File: src/rtl/paddle_ctrl.sv
// rtl/paddle_ctrl.sv - two-paddle position controller with accelerating human input and AI tracking
module paddle_ctrl #(
  parameter int SCREEN_H    = 480,
  parameter int PADDLE_H    = 64,
  parameter int BASE_STEP   = 2,
  parameter int FAST_STEP   = 6,
  parameter int ACCEL_TICKS = 16,
  parameter int AI_STEP     = 3,
  parameter int AI_DEADBAND = 4,
  parameter int AI_PERIOD   = 2
) (
  input  logic       clk,
  input  logic       reset,
  input  logic       tick,
  input  logic       freeze,
  input  logic       recenter,
  input  logic       right_mode,
  input  logic       p1_up,
  input  logic       p1_down,
  input  logic       p2_up,
  input  logic       p2_down,
  input  logic [9:0] ball_pos_y,
  output logic [9:0] left_y,
  output logic [9:0] right_y,
  output logic       left_fast,
  output logic       right_fast
);

  localparam int Y_MAX_I = SCREEN_H - PADDLE_H;
  localparam logic signed [10:0] Y_MAX  = 11'(Y_MAX_I);
  localparam logic [9:0]         CENTER = 10'(Y_MAX_I / 2);
  localparam int CW = $clog2(ACCEL_TICKS + 1);
  localparam int AW = (AI_PERIOD > 1) ? $clog2(AI_PERIOD) : 1;
  localparam logic [CW-1:0] CNT_LAST = CW'(ACCEL_TICKS - 1);
  localparam logic [AW-1:0] AI_LAST  = AW'(AI_PERIOD - 1);
  localparam logic signed [10:0] BASE_S = 11'(BASE_STEP);
  localparam logic signed [10:0] FAST_S = 11'(FAST_STEP);
  localparam logic signed [10:0] AI_S   = 11'(AI_STEP);
  localparam logic signed [10:0] DEAD_S = 11'(AI_DEADBAND);
  localparam logic signed [10:0] HALF_S = 11'(PADDLE_H / 2);

  typedef enum logic [1:0] {IDLE, SLOW, FAST} state_t;
  typedef enum logic [1:0] {DIR_NONE, DIR_UP, DIR_DOWN} dir_t;

  // Add a signed delta to a position and clamp the result into 0..Y_MAX.
  function automatic logic [9:0] sat_pos(input logic [9:0] pos, input logic signed [10:0] delta);
    logic signed [10:0] sum;
    sum = $signed({1'b0, pos}) + delta;
    if (sum < 0)          return 10'd0;
    else if (sum > Y_MAX) return Y_MAX[9:0];
    else                  return sum[9:0];
  endfunction

  // One tick of the human channel: direction decode, IDLE/SLOW/FAST transitions and step size.
  // The hold counter only matters in SLOW; FAST keeps it untouched.
  function automatic void human_next(
    input  state_t             st,
    input  logic [CW-1:0]      cnt,
    input  dir_t               ldir,
    input  logic               up,
    input  logic               dn,
    output state_t             nst,
    output logic [CW-1:0]      ncnt,
    output dir_t               ndir,
    output logic signed [10:0] delta
  );
    dir_t d;
    logic signed [10:0] mag;
    d     = (up && !dn) ? DIR_UP : (dn && !up) ? DIR_DOWN : DIR_NONE;
    nst   = IDLE;
    ncnt  = '0;
    ndir  = d;
    mag   = '0;
    if (d != DIR_NONE) begin
      if (st == IDLE || d != ldir) begin
        nst  = SLOW;
        ncnt = CW'(1);
        mag  = BASE_S;
      end else if (st == SLOW && cnt != CNT_LAST) begin
        nst  = SLOW;
        ncnt = cnt + 1'b1;
        mag  = BASE_S;
      end else begin
        nst  = FAST;
        ncnt = cnt;
        mag  = FAST_S;
      end
    end
    delta = (d == DIR_UP) ? -mag : mag;
  endfunction

  state_t             l_state, l_state_n, r_state, r_state_n;
  logic [CW-1:0]      l_cnt, l_cnt_n, r_cnt, r_cnt_n;
  dir_t               l_dir, l_dir_n, r_dir, r_dir_n;
  logic signed [10:0] l_delta, r_delta;
  logic [AW-1:0]      ai_cnt, ai_cnt_n;
  logic [9:0]         ai_target;
  logic signed [10:0] ai_err, ai_abs, ai_mag, ai_delta;
  logic               mode_q;

  // Next state and step for both human channels.
  always_comb begin
    human_next(l_state, l_cnt, l_dir, p1_up, p1_down, l_state_n, l_cnt_n, l_dir_n, l_delta);
    human_next(r_state, r_cnt, r_dir, p2_up, p2_down, r_state_n, r_cnt_n, r_dir_n, r_delta);
  end

  // AI: step toward the ball-centred target on every AI_PERIOD-th tick, outside the deadband.
  always_comb begin
    ai_cnt_n  = ai_cnt + 1'b1;
    ai_delta  = '0;
    ai_mag    = '0;
    ai_target = sat_pos(ball_pos_y, -HALF_S);
    ai_err    = $signed({1'b0, ai_target}) - $signed({1'b0, right_y});
    ai_abs    = (ai_err < 0) ? -ai_err : ai_err;
    if (ai_cnt == AI_LAST) begin
      ai_cnt_n = '0;
      if (ai_abs > DEAD_S) begin
        ai_mag   = (ai_abs > AI_S) ? AI_S : ai_abs;
        ai_delta = (ai_err < 0) ? -ai_mag : ai_mag;
      end
    end
  end

  // State registers with priority reset > recenter > freeze > tick; right-mode change clears the right channel.
  always_ff @(posedge clk) begin
    if (!reset) begin
      left_y  <= CENTER;
      right_y <= CENTER;
      l_state <= IDLE;
      r_state <= IDLE;
      l_cnt   <= '0;
      r_cnt   <= '0;
      l_dir   <= DIR_NONE;
      r_dir   <= DIR_NONE;
      ai_cnt  <= '0;
      mode_q  <= right_mode;
    end else begin
      mode_q <= right_mode;
      if (recenter) begin
        left_y  <= CENTER;
        right_y <= CENTER;
        l_state <= IDLE;
        r_state <= IDLE;
        l_cnt   <= '0;
        r_cnt   <= '0;
        ai_cnt  <= '0;
      end else if (freeze && tick) begin
        l_state <= IDLE;
        r_state <= IDLE;
        l_cnt   <= '0;
        r_cnt   <= '0;
        ai_cnt  <= '0;
      end else begin
        if (tick) begin
          l_state <= l_state_n;
          l_cnt   <= l_cnt_n;
          l_dir   <= l_dir_n;
          left_y  <= sat_pos(left_y, l_delta);
        end
        if (right_mode != mode_q) begin
          r_state <= IDLE;
          r_cnt   <= '0;
          ai_cnt  <= '0;
        end else if (tick) begin
          if (right_mode) begin
            r_state <= r_state_n;
            r_cnt   <= r_cnt_n;
            r_dir   <= r_dir_n;
            right_y <= sat_pos(right_y, r_delta);
            ai_cnt  <= '0;
          end else begin
            ai_cnt  <= ai_cnt_n;
            right_y <= sat_pos(right_y, ai_delta);
          end
        end
      end
    end
  end

  assign left_fast  = (l_state == FAST);
  assign right_fast = (r_state == FAST) && right_mode;

endmodule

File: config.mk
export PLATFORM = sky130hd
export DESIGN_NAME = paddle_ctrl
export DESIGN_NICKNAME = d
export VERILOG_FILES = /design/src/rtl/paddle_ctrl.sv
export SDC_FILE = /design/constraint.sdc
export NUM_CORES = 1
export LEC_CHECK = 0
export ABC_CLOCK_PERIOD_IN_PS = 25000
export BUFFER_PORTS_ARGS = -buffer_cell sky130_fd_sc_hd__buf_2
export CAP_MARGIN = 20
export CORE_MARGIN = 3
export CORE_UTILIZATION = 45
export CTS_CLUSTER_SIZE = 30
export DETAILED_ROUTE_END_ITERATION = 12
export PLACE_DENSITY = 0.75
export SLEW_MARGIN = 20
export SYNTH_ARGS = -nofsm -noshare
export SYNTH_HDL_FRONTEND = slang
export SYNTH_SLANG_ARGS = --single-unit
File: constraint.sdc
create_clock -name clk -period 25 [get_ports clk]
set_clock_uncertainty 0.2 [all_clocks]
set_input_delay 2.5 -clock clk [delete_from_list [all_inputs] [get_ports clk]]
set_output_delay 2.5 -clock clk [all_outputs]
set_load 0.05 [all_outputs]
==> impl_metrics.yaml <==
status:
  outcome: "complete, no violations"
final_layout:
  antenna_cells: 0
  fill_cells: 923
  nets: 676
  area_growth_syn_to_layout_pct: 9.42
  drive_above_1_share: 0.113
  final_cell_mix: "ha_1 (53), nand2_1 (50), inv_1 (45), a21oi_1 (45), nor2_1 (43)"
  final_common_cell: "ha_1"
placement:
  portBuffers: 40
  place_congestion: 0.852
  hpwl_um: 8580
setup_path:
  critical_path.top_delay_family: "compound AO/OA/AOI/OAI gates"
  worst-path-max-fanout: 7
  end_kind: "register"
  worstPathArrival_ps: 10190
  crit_buf_inv: 6
  start_kind: "primary input"
  cpPeakStageDelay_ps: 540
  crit_type: "primary input to register"
  path_depth: 36
  slowest_stage: "fa_1"
  critPathRequiredTime_ps: 25030
  rr_worst_depth: 25
timing:
  finalSetupViolCount: 0
  worstMarginPinSlew_ps: 845
  fin_crit_sh: 0.406
  fin_tns_setup_ps: 0
  final_max_slew_viol_count: 0
  clock.fmax_ghz: 0.0984
  whs_ps: 269
  relSlewSlack: 0.435
  period_minus_slack_ps: 10160
  hold_viol_final: 0
  rsz0062_at_grt: "false"
logic_synthesis:
  synth_edf_count: 0
  avgSynthCellArea_um2: 7.79
  synth_top_family_by_area: "compound AO/OA/AOI/OAI gates"
  synthSimpleGateAreaFrac: 0.229
  syn-cell-area_um2: 4400
  synth-compound-area-share: 0.281
  yosysTopAreaCell: "dfxtp_1"
  synthArstFlopShare: 0
  synthFlopType: "dfxtp_1"
  yosys.area_share.adder: 0.169
  synth_top_area_share: 0.178
  synth-xor-area-share: 0.0834
  yosys-top-cells-area: "dfxtp_1 (18%), ha_1 (15%), a21oi_1 (5.1%)"
  syn_inst: 564
  synth_mux_area_frac: 0.00455
  yosysUniqueCellTypes: 76
  synth_seq_cells: 39
  ys_seq_area_frac: 0.178
  synth-warning-count: 0
drt:
  postRouteWirelength_um: 10500
  drc: 0
  ant_nets: 0
  dr.pass1.iters: 5
  drt_iter0_markers: 253
  vias_per_cell: 5.74
  routedWlPerCell_um: 14.4
  vias: 4182
grt:
  grt_pass1_vias: 3969
  overflow: 0
  grt_max_degree: 19
  groute.usage.overall: 0.189
  grt_first_pass_wirelength_um: 17800
  antenna_found_initial: 0
job:
  max-cap-violations: 0
die:
  die_x_um: 105
  die_y_um: 105
  die_area_um2: 11000
  core_um2: 9370
  io_pins: 42
  initial_utilization: 0.469
  rows: 35
clocking:
  cts-resized-gates: 0
  cts_buffers: 5
  clk_pin_slew_ps: 90
  insertion_delay_ps: 300
  clockBufferDepth: 2
  cts_setup_buffers: 0
  holdBufCountCts: 0
  cts_tree: "done"
  numClockSinks: 39
  cts_max_level: 2
  ctsRootBufferMaster: "clkbuf_8"
pwr:
  peakVddDrop_uv: 20.5
  p_total_uw: 186
  p_per_area_nw_per_um2: 38.8
  p_leak_uw: 0.00228
hold_path:
  hp-class: "register to register"
  hold_depth: 2
-- worst reg2reg max path: cells and delay by family (launching register included) --
family | cells | cell delay (ps)
compound gates | 12 | 2560
simple gates | 4 | 1100
buf+inv | 3 | 380
xor+xnor | 1 | 280
flops | 1 | 380
fa+ha+maj | 5 | 1550
-- layer usage --
layer	part of all wire	vias to the layer above	routed length, um	global-route usage
met5	0	-	0	0
met4	0.018	0	193	0.0525
met2	0.46	125	4820	0.313
met3	0.037	21	391	0.0235
met1	0.48	1914	5070	0.259
li1	-	2122	-	-
-- power by group --
group          internal, uW  leakage [uW]  switching (uW)
combinational          24.7       0.00191            41.9
clock                  30.3     0.0000587            25.2
sequential             63.1      0.000316            1.32
-- per-stage QoR --
step	instances	worst slack, ps	utilization	cell area (um^2)
6_report	729	14840	0.513	4810
5_1_grt	729	14180	0.513	4810
4_1_cts	729	14860	0.513	4810
3_5_place_dp	721	14580	0.501	4690
3_3_place_gp	721	14960	0.501	4690
2_1_floorplan	565	15410	-	4400
-- final cells by class --
type	instances	area, um^2	share of cell area
repair buffers	40	200	0.0416
well taps	129	161	0.0336
clock inverters	3	47.5	0.00989
multi-input cells	468	3380	0.703
flip-flops and latches	39	781	0.162
inverters	45	169	0.0351
clock buffers	5	68.8	0.0143
-- Yosys cell counts, types with 3 or more instances --
| library cell | number |
|---|---|
| and4_1 | 3 |
| fa_1 | 4 |
| o211ai_1 | 7 |
| nand2_1 | 50 |
| and2_1 | 7 |
| nand3_1 | 11 |
| o21ai_0 | 32 |
| o22ai_1 | 4 |
| a31oi_1 | 6 |
| xnor2_1 | 23 |
| nor3b_1 | 4 |
| o21a_1 | 7 |
| nor2b_1 | 10 |
| clkbuf_1 | 7 |
| or4_1 | 6 |
| inv_1 | 45 |
| xor2_1 | 17 |
| a21oi_1 | 45 |
| o21bai_1 | 14 |
| nor3_1 | 9 |
| a22oi_1 | 4 |
| a211oi_1 | 4 |
| o211a_1 | 4 |
| nand2b_1 | 11 |
| and3_1 | 7 |
| a21o_1 | 11 |
| dfxtp_1 | 39 |
| ha_1 | 53 |
| nor2_1 | 43 |
| or2_2 | 3 |
| nor4_1 | 11 |
| nand3b_1 | 4 |
-- sequential cells by signal, summed over array words and instances, names as in the netlist, 2 cells and up --
register / flops
right_y: 10
left_y: 9
l_cnt: 5
l_dir: 2
r_state: 2
r_dir: 2
l_state: 2
r_cnt: 5
-- logic make-up (layout without fill, tap and decap cells) --
kind of cell,after synthesis,count (layout)
muxes,2,2
DFF,39,39
xor gates and xnor gates,41,41
AOI/OAI and AO/OA,174,174
buffers and inverters,58,93
other,1,2
and+or+nand+nor,192,192
adders and majority gates,57,57
-- path summary, 6_finish.rpt --
kind / from / endpoint / slack, ps
setup / recovery: ball_pos_y[5] / right_y[7] / 14840
hold / removal: r_cnt[4] / r_cnt[4] / 270
setup reg to reg: right_y[0] / right_y[7] / 18460
hold reg to reg: r_cnt[4] / r_cnt[4] / 270
Note: power is estimated with default switching activity, not from simulation.
